===== src/rtl/motor_ramp_ctrl.sv =====
// ---------------------------------------------------------------------------
// motor_ramp_ctrl
//
// APB-programmable speed sequencer for one H-bridge/PWM motor channel.
// Ramps the PWM pulse width toward a commanded target at a programmable
// rate. Before a direction reversal it ramps down to zero and holds the
// bridge in brake for a fixed dead-time.
//
// Register window (offsets from BASE_ADDR, matched on PADDR[15:0]):
//   0x0 TARGET   [16] dir (0 fwd, 1 rev), [15:0] magnitude (clamped to PERIOD_CC)
//   0x4 STEP     [15:0] duty change per tick (0 = jump straight to goal)
//   0x8 TICK_DIV [15:0] clocks per tick (0 behaves as 1)
//   0xC STATUS   [15:0] duty, [16] cur_dir, [18:17] state, [19] at_target (RO)
//
// Ports:
//   PCLK, PRESERN      clock, synchronous active-high reset
//   PSEL..PWDATA       APB slave inputs
//   PRDATA             combinational read data (0 when not reading)
//   PREADY, PSLVERR    tied 1 / 0 (zero-wait, never errors)
//   HBRIDGE_CMD        00 coast, 01 forward, 10 reverse, 11 brake (registered)
//   PW_CC              zero-extended 16-bit duty to the PWM block
//   PWM_EN             PWM enable (registered)
// ---------------------------------------------------------------------------
module motor_ramp_ctrl #(
  parameter logic [15:0] BASE_ADDR        = 16'h0000,
  parameter int unsigned PERIOD_CC        = 5000,
  parameter int unsigned DEFAULT_STEP     = 50,
  parameter int unsigned DEFAULT_TICK_DIV = 1000,
  parameter int unsigned DEADTIME_CC      = 500
) (
  input  logic        PCLK,
  input  logic        PRESERN,
  input  logic        PSEL,
  input  logic        PENABLE,
  input  logic        PWRITE,
  input  logic [31:0] PADDR,
  input  logic [31:0] PWDATA,
  output logic [31:0] PRDATA,
  output logic        PREADY,
  output logic        PSLVERR,
  output logic [1:0]  HBRIDGE_CMD,
  output logic [31:0] PW_CC,
  output logic        PWM_EN
);

  typedef enum logic [1:0] {
    ST_IDLE  = 2'd0,
    ST_RAMP  = 2'd1,
    ST_HOLD  = 2'd2,
    ST_BRAKE = 2'd3
  } state_t;

  localparam int unsigned DT_W = (DEADTIME_CC > 1) ? $clog2(DEADTIME_CC) : 1;
  localparam logic [DT_W-1:0] DT_LAST = DT_W'(DEADTIME_CC - 1);

  localparam logic [1:0] CMD_COAST = 2'b00;
  localparam logic [1:0] CMD_FWD   = 2'b01;
  localparam logic [1:0] CMD_REV   = 2'b10;
  localparam logic [1:0] CMD_BRAKE = 2'b11;

  // Programmable registers
  logic        target_dir;
  logic [15:0] target_mag;
  logic [15:0] step_r;
  logic [15:0] tick_div;

  // Sequencer state
  state_t      state, state_nxt;
  logic [15:0] duty, duty_nxt;
  logic        cur_dir, dir_nxt;
  logic [15:0] tick_cnt, tick_nxt;
  logic [DT_W-1:0] dt_cnt, dt_nxt;
  logic [1:0]  hbridge_q;
  logic        pwm_en_q;

  // -------------------------------------------------------------------------
  // APB decode
  // -------------------------------------------------------------------------
  logic        wr_en;
  logic        sel_target, sel_step, sel_tick, sel_status;
  logic [15:0] wr_mag;

  assign wr_en      = PSEL & PENABLE & PWRITE;
  assign sel_target = (PADDR[15:0] == BASE_ADDR);
  assign sel_step   = (PADDR[15:0] == BASE_ADDR + 16'h0004);
  assign sel_tick   = (PADDR[15:0] == BASE_ADDR + 16'h0008);
  assign sel_status = (PADDR[15:0] == BASE_ADDR + 16'h000C);

  // A magnitude beyond one PWM period is meaningless; store the period instead.
  assign wr_mag = (32'(PWDATA[15:0]) > PERIOD_CC) ? 16'(PERIOD_CC) : PWDATA[15:0];

  // Upper address/data bits are outside the decoded window.
  logic unused_bits;
  assign unused_bits = ^{PADDR[31:16], PWDATA[31:17]};

  assign PREADY  = 1'b1;
  assign PSLVERR = 1'b0;

  always_ff @(posedge PCLK) begin
    // NOTE: sequential state uses non-blocking assignments so every register
    // samples pre-edge values regardless of statement order.
    if (PRESERN) begin
      target_dir <= 1'b0;
      target_mag <= '0;
      step_r     <= 16'(DEFAULT_STEP);
      tick_div   <= 16'(DEFAULT_TICK_DIV);
    end else if (wr_en) begin
      if (sel_target) begin
        target_dir <= PWDATA[16];
        target_mag <= wr_mag;
      end
      if (sel_step) step_r   <= PWDATA[15:0];
      if (sel_tick) tick_div <= PWDATA[15:0];
    end
  end

  logic [31:0] status_word;
  assign status_word = {12'b0, (state == ST_HOLD), state, cur_dir, duty};

  always_comb begin
    PRDATA = '0;
    if (PSEL && !PWRITE) begin
      if (sel_target)      PRDATA = {15'b0, target_dir, target_mag};
      else if (sel_step)   PRDATA = {16'b0, step_r};
      else if (sel_tick)   PRDATA = {16'b0, tick_div};
      else if (sel_status) PRDATA = status_word;
    end
  end

  // -------------------------------------------------------------------------
  // Ramp datapath
  // -------------------------------------------------------------------------
  logic [15:0] goal;
  logic [15:0] tick_last;
  logic        tick;
  logic [16:0] up_sum;
  logic [16:0] dn_gap;
  logic [15:0] duty_stepped;

  // Opposite direction means ramp to zero first; the brake handles the flip.
  assign goal      = (target_dir == cur_dir) ? target_mag : 16'd0;
  assign tick_last = (tick_div == 16'd0) ? 16'd0 : tick_div - 16'd1;
  assign tick      = (tick_cnt == tick_last);

  // 17-bit so neither the step up nor the step down can wrap past the goal.
  assign up_sum = {1'b0, duty} + {1'b0, step_r};
  assign dn_gap = {1'b0, duty} - {1'b0, goal};

  always_comb begin
    duty_stepped = goal;
    if (duty < goal) begin
      if (step_r != 16'd0 && up_sum <= {1'b0, goal}) duty_stepped = up_sum[15:0];
    end else begin
      if (step_r != 16'd0 && {1'b0, step_r} < dn_gap) duty_stepped = duty - step_r;
    end
  end

  // -------------------------------------------------------------------------
  // Sequencer next-state
  // -------------------------------------------------------------------------
  always_comb begin
    // NOTE: every variable gets a default first so no path infers a latch.
    state_nxt = state;
    duty_nxt  = duty;
    dir_nxt   = cur_dir;
    tick_nxt  = '0;
    dt_nxt    = dt_cnt;
    unique case (state)
      ST_IDLE: begin
        if (target_mag != 16'd0) begin
          dir_nxt   = target_dir;
          state_nxt = ST_RAMP;
        end
      end
      ST_RAMP: begin
        if (duty == goal) begin
          if (goal != 16'd0)            state_nxt = ST_HOLD;
          else if (target_mag == 16'd0) state_nxt = ST_IDLE;
          else begin
            state_nxt = ST_BRAKE;
            dt_nxt    = '0;
          end
        end else if (tick) begin
          duty_nxt = duty_stepped;
        end else begin
          tick_nxt = tick_cnt + 16'd1;
        end
      end
      ST_HOLD: begin
        if (target_mag != duty || target_dir != cur_dir) state_nxt = ST_RAMP;
      end
      ST_BRAKE: begin
        duty_nxt = '0;
        // The dead-time runs to completion; target changes only pick the exit.
        if (dt_cnt == DT_LAST) begin
          dir_nxt   = target_dir;
          state_nxt = (target_mag != 16'd0) ? ST_RAMP : ST_IDLE;
        end else begin
          dt_nxt = dt_cnt + 1'b1;
        end
      end
      default: state_nxt = ST_IDLE;
    endcase
  end

  function automatic logic [1:0] cmd_for(input state_t s, input logic dir);
    case (s)
      ST_RAMP, ST_HOLD: return dir ? CMD_REV : CMD_FWD;
      ST_BRAKE:         return CMD_BRAKE;
      default:          return CMD_COAST;
    endcase
  endfunction

  // Outputs are derived from next-state so they change on the same edge as
  // the state they describe.
  always_ff @(posedge PCLK) begin
    if (PRESERN) begin
      state     <= ST_IDLE;
      duty      <= '0;
      cur_dir   <= 1'b0;
      tick_cnt  <= '0;
      dt_cnt    <= '0;
      hbridge_q <= CMD_COAST;
      pwm_en_q  <= 1'b0;
    end else begin
      state     <= state_nxt;
      duty      <= duty_nxt;
      cur_dir   <= dir_nxt;
      tick_cnt  <= tick_nxt;
      dt_cnt    <= dt_nxt;
      hbridge_q <= cmd_for(state_nxt, dir_nxt);
      pwm_en_q  <= (state_nxt == ST_RAMP) || (state_nxt == ST_HOLD);
    end
  end

  assign HBRIDGE_CMD = hbridge_q;
  assign PWM_EN      = pwm_en_q;
  assign PW_CC       = {16'b0, duty};

endmodule


===== config.mk =====
export PLATFORM = sky130hd
export DESIGN_NAME = motor_ramp_ctrl
export DESIGN_NICKNAME = d
export VERILOG_FILES = /design/src/rtl/motor_ramp_ctrl.sv
export SDC_FILE = /design/constraint.sdc
export NUM_CORES = 1
export LEC_CHECK = 0
export ABC_CLOCK_PERIOD_IN_PS = 11800
export CELL_PAD_IN_SITES_DETAIL_PLACEMENT = 0
export CELL_PAD_IN_SITES_GLOBAL_PLACEMENT = 1
export CORE_MARGIN = 3
export CORE_UTILIZATION = 54
export CTS_BUF_LIST = sky130_fd_sc_hd__clkbuf_8
export DETAILED_ROUTE_END_ITERATION = 8
export DONT_BUFFER_PORTS = 1
export PLACE_DENSITY_LB_ADDON = 0.25
export SYNTH_ARGS = -nofsm -noshare
export SYNTH_HDL_FRONTEND = slang
export SYNTH_SLANG_ARGS = --single-unit

===== constraint.sdc =====
create_clock -name PCLK -period 11.8 [get_ports PCLK]
set_input_delay 2.36 -clock PCLK [delete_from_list [all_inputs] [get_ports PCLK]]
set_output_delay 2.36 -clock PCLK [all_outputs]
set_load 0.005 [all_outputs]

Yosys cells after proc, flatten, opt, wreduce, memory -nomap -nowiden
Cells that the tools add are included.

$add $sub $neg: 6. Order comparisons: 4. Eq/ne operators: 21. Muxes and demuxes: 32. Bitwise operators: 3. Reductions and logical operators: 21.

Operators with widths (count): 16-bit 2-to-1 mux (8); 20-bit 2-to-1 mux (5); 16-bit logical NOT (3); 16-bit nonzero test (3); 9-bit 2-to-1 mux (4); 16-bit equality test (2); 16-bit by 4-bit equality test with 1-bit output (second input constant) (2); 16-bit one-hot mux with 2 select lines (1); 9-bit one-hot mux with 2 select lines (1); 16-bit by 16-bit adder with 17-bit output (1); 17-bit by 16-bit less-or-equal comparator with 1-bit output (1); 16-bit by 17-bit < comparator with 1-bit output (1); 16-bit by 16-bit subtractor with 17-bit output (1); 16-bit by 1-bit adder with 16-bit output (second input constant) (1); 16-bit by 3-bit equality test with 1-bit output (second input constant) (1); 16-bit by 13-bit > comparator with 1-bit output (second input constant) (1); 16-bit < comparator (1); 16-bit != test (1); 16-bit by 1-bit subtractor with 16-bit output (second input constant) (1); 16-bit subtractor (1); 2-bit 2-to-1 mux (7); 2-bit != test (second input constant) (6); 9-bit by 1-bit adder with 9-bit output (second input constant) (1); 9-bit equality test (second input constant) (1); 20 further kinds (32).

Bits in registers: 96. Input bits: 69. Output and inout port bits: 69. Logic and storage cells: 98.

Longest topological paths before layout
Gate-level depths: netlist of the first run.

Depth in word-level cells: 10. Depth in mapped cells: 23.

Least setup slack after synthesis of the first run
No wires, ideal clock.

Path kind: input to output. Start: in PADDR[4]. End: out PRDATA[10]. Arrival: 3.629 ns. Data required time: 9.440 ns. Path slack: 5.811 ns. Stages on the path: 6. Path through: nor4b_1 > nand4_1 > or2_2 > clkbuf_1 > clkbuf_1 > nor2b_1.

Word-level cells in the longest chain between the ends: 6. Elaborated cells on any way between the ends: 9. Classes of those cells: eq/ne: 3; mux: 5; reduce/logical: 1.

Ends and longest elaborated chain: start: declaration (line 36) `input logic [31:0] PADDR,`; 16-bit by 4-bit equality test with 1-bit output (line 87) `assign sel_status = (PADDR[15:0] == BASE_ADDR + 16'h000C);`; 20-bit 2-to-1 mux (line 126) `else if (sel_status) PRDATA = status_word;`; 20-bit 2-to-1 mux (line 125) `else if (sel_tick) PRDATA = {16'b0, tick_div};`; 20-bit 2-to-1 mux (line 124) `else if (sel_step) PRDATA = {16'b0, step_r};`; 20-bit 2-to-1 mux (*) (line 123) `if (sel_target) PRDATA = {15'b0, target_dir, target_mag};`; 20-bit 2-to-1 mux (*) (line 122) `if (PSEL && !PWRITE) begin`; end: declaration (line 38) `output logic [31:0] PRDATA,`.

Mark *: on every way between the ends. The rest lies on a longest branch, timed or not.

Worst setup path in the final report of the first run
Start: in PADDR[4]. End: out PRDATA[19].

The elaborated chain is that of the path after synthesis.

==> results of run 1 <==
sequential cells by signal, indices dropped and copies added, names as in the netlist:
name	flops
duty	16
step_r	16
target_mag	16
tick_cnt	16
tick_div	16
dt_cnt	9
HBRIDGE_CMD	2
state	2
PWM_EN	1
cur_dir	1
target_dir	1
how the worst max path moves through the flow:
stage,from,to,slack (ps),cells past startpoint
2_1_floorplan,PADDR[4],PRDATA[10],5810,6
3_3_place_gp,PADDR[4],PRDATA[19],5730,5
3_5_place_dp,PADDR[4],PRDATA[19],5690,5
4_1_cts,PADDR[4],PRDATA[19],5680,5
5_1_grt,target_dir,duty[1],5210,22
6_report,PADDR[4],PRDATA[19],5700,5
placed cells by master, fill, tap and decap left out, drive strengths merged, types with 9 or more instances in the layout:
| cell type | Yosys | final |
|---|---|---|
| a211oi | 17 | 17 |
| a21o | 13 | 13 |
| a21oi | 63 | 63 |
| a22oi | 10 | 10 |
| and2 | 9 | 9 |
| and3 | 11 | 11 |
| clkbuf | 42 | 9 |
| conb | 2 | 30 |
| dfxtp | 96 | 96 |
| ha | 87 | 87 |
| inv | 59 | 65 |
| mux2i | 24 | 24 |
| mux4 | 16 | 16 |
| nand2 | 86 | 86 |
| nand2b | 16 | 16 |
| nand3 | 20 | 20 |
| nand3b | 10 | 10 |
| nand4 | 23 | 23 |
| nor2 | 101 | 101 |
| nor2b | 26 | 26 |
| nor3 | 19 | 19 |
| nor4 | 23 | 23 |
| o21a | 9 | 9 |
| o21ai | 31 | 31 |
| o21bai | 10 | 10 |
| o2bb2ai | 13 | 13 |
| xnor2 | 59 | 59 |
| xor2 | 32 | 32 |
cells by family (layout without fill, tap and decap cells):
| group | after synthesis | count (layout) | share of synthesized area (%) |
|---|---|---|---|
| compound gates | 249 | 249 | 19.7 |
| xor+xnor | 92 | 92 | 9.16 |
| fa+ha+maj | 90 | 90 | 12.8 |
| buf+inv | 143 | 79 | 7.65 |
| flops | 96 | 96 | 21.5 |
| mux | 42 | 42 | 6.96 |
| other cells | 2 | 30 | 0.0838 |
| simple gates | 381 | 381 | 22.2 |
through the flow:
stage / instance area (um^2) / power, mW / setup WS, ps / util [%]
6_report: 9090 / 0.566 / 5700 / 56.6
5_1_grt: 9090 / 0.585 / 5210 / 56.6
4_1_cts: 9090 / 0.571 / 5680 / 56.6
3_5_place_dp: 8910 / 0.352 / 5690 / 55.5
3_3_place_gp: 8910 / 0.352 / 5730 / 55.5
2_1_floorplan: 9060 / 0.361 / 5810 / -
routing by layer:
metal	wire (um)	share of wire, %
met5	0	0
met4	205	0.84
met3	2110	8.7
met2	10500	43
met1	11500	47
layout make-up:
cell class,instances,area share (%)
clock inverter,7,0.647
tap,216,2.97
sequential,96,21.1
timing repair buffer,4,0.330
inverter,59,2.43
clock buffer,9,1.36
multi-input combinational,884,71.1
power groups by stage:
stage,clock network [mW],logic (mW),registers (mW)
finish,0.220,0.0201,0.326
global route,0.237,0.0221,0.326
CTS,0.226,0.0196,0.326
detailed placement,0,0.0194,0.333
global placement,0,0.0192,0.333
floorplan,0,0.0281,0.333
worst reg2reg max path: stages (launching register included):
cell	delay, ps
dfxtp_1	400
xnor2_1	130
buf_4	270
and2_1	250
ha_1	200
inv_1	60
fa_1	400
nand3_1	120
a21oi_1	110
o311ai_0	520
and2_1	260
o21bai_1	80
a21oi_1	170
xor2_1	190
ha_1	280
nand4_1	130
or3_1	140
a21oi_1	70
o41a_1	370
o32ai_1	640
nand2b_1	540
o221a_2	440
a22o_1	190
==> reports/results.tsv, run 1 <==
stage	metric	value	unit
outcome	outcome	completed	
cts	cts_tree	done	
worst_setup_path	cp-start-kind	input port	
worst_setup_path	rrSetupSlack	5730	ps
worst_setup_path	cp_cell_sequence	nor4b_1 > nand4_1 > or2_2 > inv_1 > and3_1	
pwr	power.switching	0.151	mW
worst_setup_path	r2r-start	target_dir	
detailed_routing	num_vias	7804	
timing	rsz0062_at_grt	false	
cts	numCtsBuffers	9	
timing	max_freq	0.164	GHz
synth	synth_area	8960	um^2
floorplan	start_util	55.8	%
pwr	swShare	26.6	%
pwr	leakage	3.54	nW
detailed_routing	drt_iter0_markers	673	
placement	gp_congestion	0.889	
floorplan	die_area	18200	um^2
synth	synth_top_cells_by_count	101 x nor2_1, 96 x dfxtp_1, 87 x ha_1	
grt	grt_pass1_wl	39400	um
timing	slew_headroom	21.1	%
floorplan	fp.dieH	135	um
cts	ctsLongestPathBuffers	2	
final_layout	nFillCells	1557	
detailed_routing	drt-wirelength-per-cell	19.1	um
pwr	p_comb_share	3.6	%
timing	finalSetupTns	0	ps
detailed_routing	drt_first_pass_iters	5	
detailed_routing	wl	24300	um
grt	use_met1	40.1	%
timing	holdWs	505	ps
cts	clock-sinks	96	
timing	worstMarginPinSlew	1150	ps
worst_setup_path	slowest_stage	or2_2	
synth	ys_seq_area_share	21.5	%
synth	synth_area_leaders	dfxtp_1 21%, ha_1 12%, xnor2_1 5.8%, nor2_1 4.2%, mux4_2 4.0%	
timing	min_period	6100	ps
pwr	vdd.ir_drop.worst	0.0643	mV
floorplan	core	16100	um^2
grt	top_usage_layer	met1	
detailed_routing	viasPerCell	6.12	
timing	setup_viol	0	
cts	cts_setup_buffers	0	
placement	detailed_place_hpwl	19000	um
pwr	clkPwrFrac	38.9	%
floorplan	die_x	135	um
worst_setup_path	required	9440	ps
cts	cts_resized	0	
final_layout	multiInputGateArea	6470	um^2
grt	met2_usage	40.0	%
cts	htreeDepth	3	
final_layout	area_growth_syn_to_layout	1.52	%
hold_path	worstHoldEndpoint	target_dir	
final_layout	seqCellArea	1920	um^2
worst_setup_path	cp.arrival	3740	ps
worst_setup_path	max_stage_delay	540	ps
synth	synth_cells	1095	
timing	post-route-period-util	51.7	%
worst_setup_path	cp_max_fo	18	
worst_setup_path	critPathCaptureType	output port	
synth	synth_edf_count	0	
final_layout	drive_above_1_share	5.85	%
worst_setup_path	r2r_cells	22	
synth	yosysMostFrequentCell	nor2_1	
placement	portBuffers	0	
worst_setup_path	crit_type	input port to output port	
synth	yosysTopAreaCell	dfxtp_1	
worst_setup_path	r2r-end	duty[1]	
cts	cts-root-buf	clkbuf_8	
synth	syn_avg_cell_area	8.18	um^2
worst_setup_path	cp_top_family	simple AND/OR/NAND/NOR gates	
floorplan	io_pins	138	
hold_path	hold_path.class	register to register	
synth	ys_ff_latch	96	
timing	final.setup_skew	8.69	ps
grt	grt_max_degree	59	
pwr	seq_power_share	57.6	%
floorplan	std_cell_rows	46	
hold_path	hold_depth	2	
timing	maxSlewViolCount	0	
grt	antenna_found_initial	0	
cts	clk_pin_slew_worst_paths	100	ps
pwr	p_int	0.415	mW
synth	synth_warnings	0	
run	drv_cap	0	
cts	clock_latency	390	ps
synth	synth.distinct_cells	83	
hold_path	worstHoldStart	target_dir	
worst_setup_path	path_buf_inv	1	
grt	met3_usage	7.64	%
synth	synth_ff_type	dfxtp_1	
synth	synth.top_cell.area_share	21.5	%
final_layout	nets	1213	
detailed_routing	final_antenna_net_count	0	
grt	grt_pass1_vias	7129	
final_layout	antennaDiodeCount	0	
synth	async_reset_ff_share	0	%
grt	overflow	0	
detailed_routing	route.detailed.drc	0	
timing	hold_viol	0	
placement	dp.cells	1259	
pwr	power.density	62.2	nW/um^2
cts	cts_hold_buf	0	
final_layout	finalNonFillerCells	1275	
grt	track_usage	27.1	%
Note: power is estimated with default switching activity, not from simulation.
==> run 2, diff against run 1 <==
- ABC_CLOCK_PERIOD_IN_PS: 11800 -> 5500
- CORE_UTILIZATION: 54 -> 45
- clock period: 11.8 -> 5.5 ns (I/O delays scaled with it)
==> reports/results.tsv, run 2 (synthesis gave the netlist of run 1 again) <==
stage	metric	value	unit	change
grt	track_usage	23.1	%	was 27.1%
floorplan	std_cell_rows	50		was 46
final_layout	final_common_cell	nor2_1		unchanged
cts	cts-root-buf	clkbuf_8		unchanged
detailed_routing	drt_first_pass_iters	5		unchanged
worst_setup_path	crit_path_frequent_cell	a21oi_1		
worst_setup_path	required	5840	ps	was 9440 ps
timing	final.setup_skew	17.1	ps	was 8.69 ps
grt	met2_usage	34.9	%	was 40.0%
timing	slew_headroom	29.9	%	was 21.1%
timing	rsz0062_at_grt	false		unchanged
run	drv_cap	0		unchanged
placement	dpl-instance-area	9060	um^2	was 8910 um^2
final_layout	nets	1225		was 1,213
worst_setup_path	r2r-start	target_dir		unchanged
cts	cts_tree	done		unchanged
floorplan	start_util	46.8	%	was 55.8%
worst_setup_path	cp.arrival	5500	ps	was 3740 ps
final_layout	design_area	9280	um^2	was 9090 um^2
cts	cts_setup_buffers	0		unchanged
placement	gp_congestion	0.900		was 0.889
hold_path	worstHoldStart	dt_cnt[8]		was target_dir
worst_setup_path	crit_path_start	target_dir		was PADDR[4]
final_layout	nFillCells	1961		was 1,557
pwr	vdd.ir_drop.worst	0.0949	mV	was 0.0643 mV
final_layout	layout_common_cells	101 x nor2_1, 96 x dfxtp_1, 87 x ha_1		unchanged
floorplan	die_x	147	um	was 135 um
worst_setup_path	cp_max_fo	11		was 18
detailed_routing	viasPerCell	5.90		was 6.12
worst_setup_path	cp-start-kind	register		was input port
placement	portBuffers	0		unchanged
cts	clk_pin_slew_worst_paths	110	ps	was 100 ps
grt	grt_pass1_wl	40000	um	was 39,400 um
floorplan	io_pins	138		unchanged
worst_setup_path	path_buf_inv	3		was 1
detailed_routing	wl	25900	um	was 24,300 um
grt	top_usage_layer	met2		was met1
timing	post-route-period-util	93.8	%	
timing	min_period	5160	ps	
cts	clock_latency	400	ps	was 390 ps
pwr	power.density	135	nW/um^2	was 62.2 nW/um^2
final_layout	drive_above_1_share	7.19	%	was 5.85%
timing	maxSlewViolCount	0		unchanged
grt	grt_pass1_vias	7164		was 7,129
final_layout	fin_util	48.5	%	was 56.6%
timing	setup_viol	0		unchanged
worst_setup_path	cp_top_family	compound AO/OA/AOI/OAI gates		was simple AND/OR/NAND/NOR gates
detailed_routing	route.detailed.drc	0		unchanged
cts	numCtsBuffers	9		unchanged
cts	htreeDepth	3		unchanged
detailed_routing	drt_iter0_markers	524		was 673
final_layout	area_growth_syn_to_layout	3.56	%	was 1.52%
floorplan	fp.dieH	147	um	was 135 um
pwr	power.total	1.25	mW	was 0.566 mW
grt	grt_max_degree	59		unchanged
timing	hold_viol	0		unchanged
floorplan	die_area	21600	um^2	was 18,200 um^2
worst_setup_path	slowest_stage	fa_1		was or2_2
hold_path	hold_path.class	register to register		unchanged
grt	overflow	0		unchanged
timing	finalSetupTns	0	ps	unchanged
final_layout	antennaDiodeCount	0		unchanged
timing	holdWs	542	ps	was 505 ps
worst_setup_path	crit_type	register to register		was input port to output port
detailed_routing	num_vias	7858		was 7,804
detailed_routing	final_antenna_net_count	0		unchanged
grt	antenna_found_initial	1		was 0
pwr	leakage	3.60	nW	was 3.54 nW
worst_setup_path	cp_cell_sequence	xnor2_2 > and2_1 > ha_1 > inv_1 > fa_1 > nand3_1 > a21oi_1 > o311ai_2 > and2_1 > o21bai_1 > a21oi_1 > xor2_1 > ha_1 > nand4_1 > or3_1 > a21oi_1 > o41a_1 > o32ai_1 > buf_4 > mux2i_1 > buf_4 > a32o_1 > o2bb2ai_1		was nor4b_1 > nand4_1 > or2_2 > inv_1 > and3_1
worst_setup_path	max_stage_delay	400	ps	was 540 ps
worst_setup_path	critPathCaptureType	register		was output port
floorplan	core	19100	um^2	was 16,100 um^2
detailed_routing	drt-wirelength-per-cell	19.5	um	was 19.1 um
timing	max_freq	0.194	GHz	
cts	ctsLongestPathBuffers	2		unchanged
placement	detailed_place_hpwl	20300	um	was 19,000 um
timing	worstMarginPinSlew	1040	ps	was 1150 ps
grt	use_met1	33.0	%	was 40.1%
cts	clock-sinks	96		unchanged
grt	met3_usage	5.83	%	was 7.64%
outcome	outcome	completed		unchanged
-- run 2: tightest hold or removal path, stage by stage (launching register included) --
cell and delay (ps):
dfxtp_1 370, xnor2_1 80, nor2_1 70
-- run 2: repair_timing --
action | in CTS | in global routing
hold buffers | 0 | 0
endpoints found under the setup margin | 0 | 16
gates resized for setup | 0 | 4
-- run 2: final timing paths --
kind	end	slack, ps	cells past startpoint
setup / recovery	duty[6]	340	23
hold / removal	dt_cnt[8]	540	2
setup reg to reg	duty[6]	340	23
hold reg to reg	dt_cnt[8]	540	2
-- run 2: cell type report --
type	count	area [um^2]	area share, %
inverters	59	221	2.39
multi-input cells	884	6480	69.9
well taps	260	325	3.51
clock inverters	7	81.3	0.877
flip-flops and latches	96	1920	20.7
clock buffers	9	124	1.34
repair buffers	16	120	1.29
-- run 2: routing by layer --
metal	up-vias	routed length (um)
li1	3857	-
met1	3734	12500
met2	236	11000
met4	2	431
met3	29	1970
met5	-	13
-- run 2: metrics by stage --
stage,cells,worst slack (ps)
floorplan,1123,629
global route,1331,66.1
finish,1331,339
global placement,1315,231
CTS,1331,122
detailed placement,1315,180
-- run 2: where the power goes --
| part | internal (mW) | leakage [nW] | total [mW] | switching, mW |
|---|---|---|---|---|
| sequential | 0.697 | 0.773 | 0.698 | 0.00143 |
| combinational | 0.0194 | 2.73 | 0.0428 | 0.0233 |
| clock | 0.215 | 0.0936 | 0.511 | 0.295 |
| total | 0.931 | 3.60 | 1.25 | 0.320 |
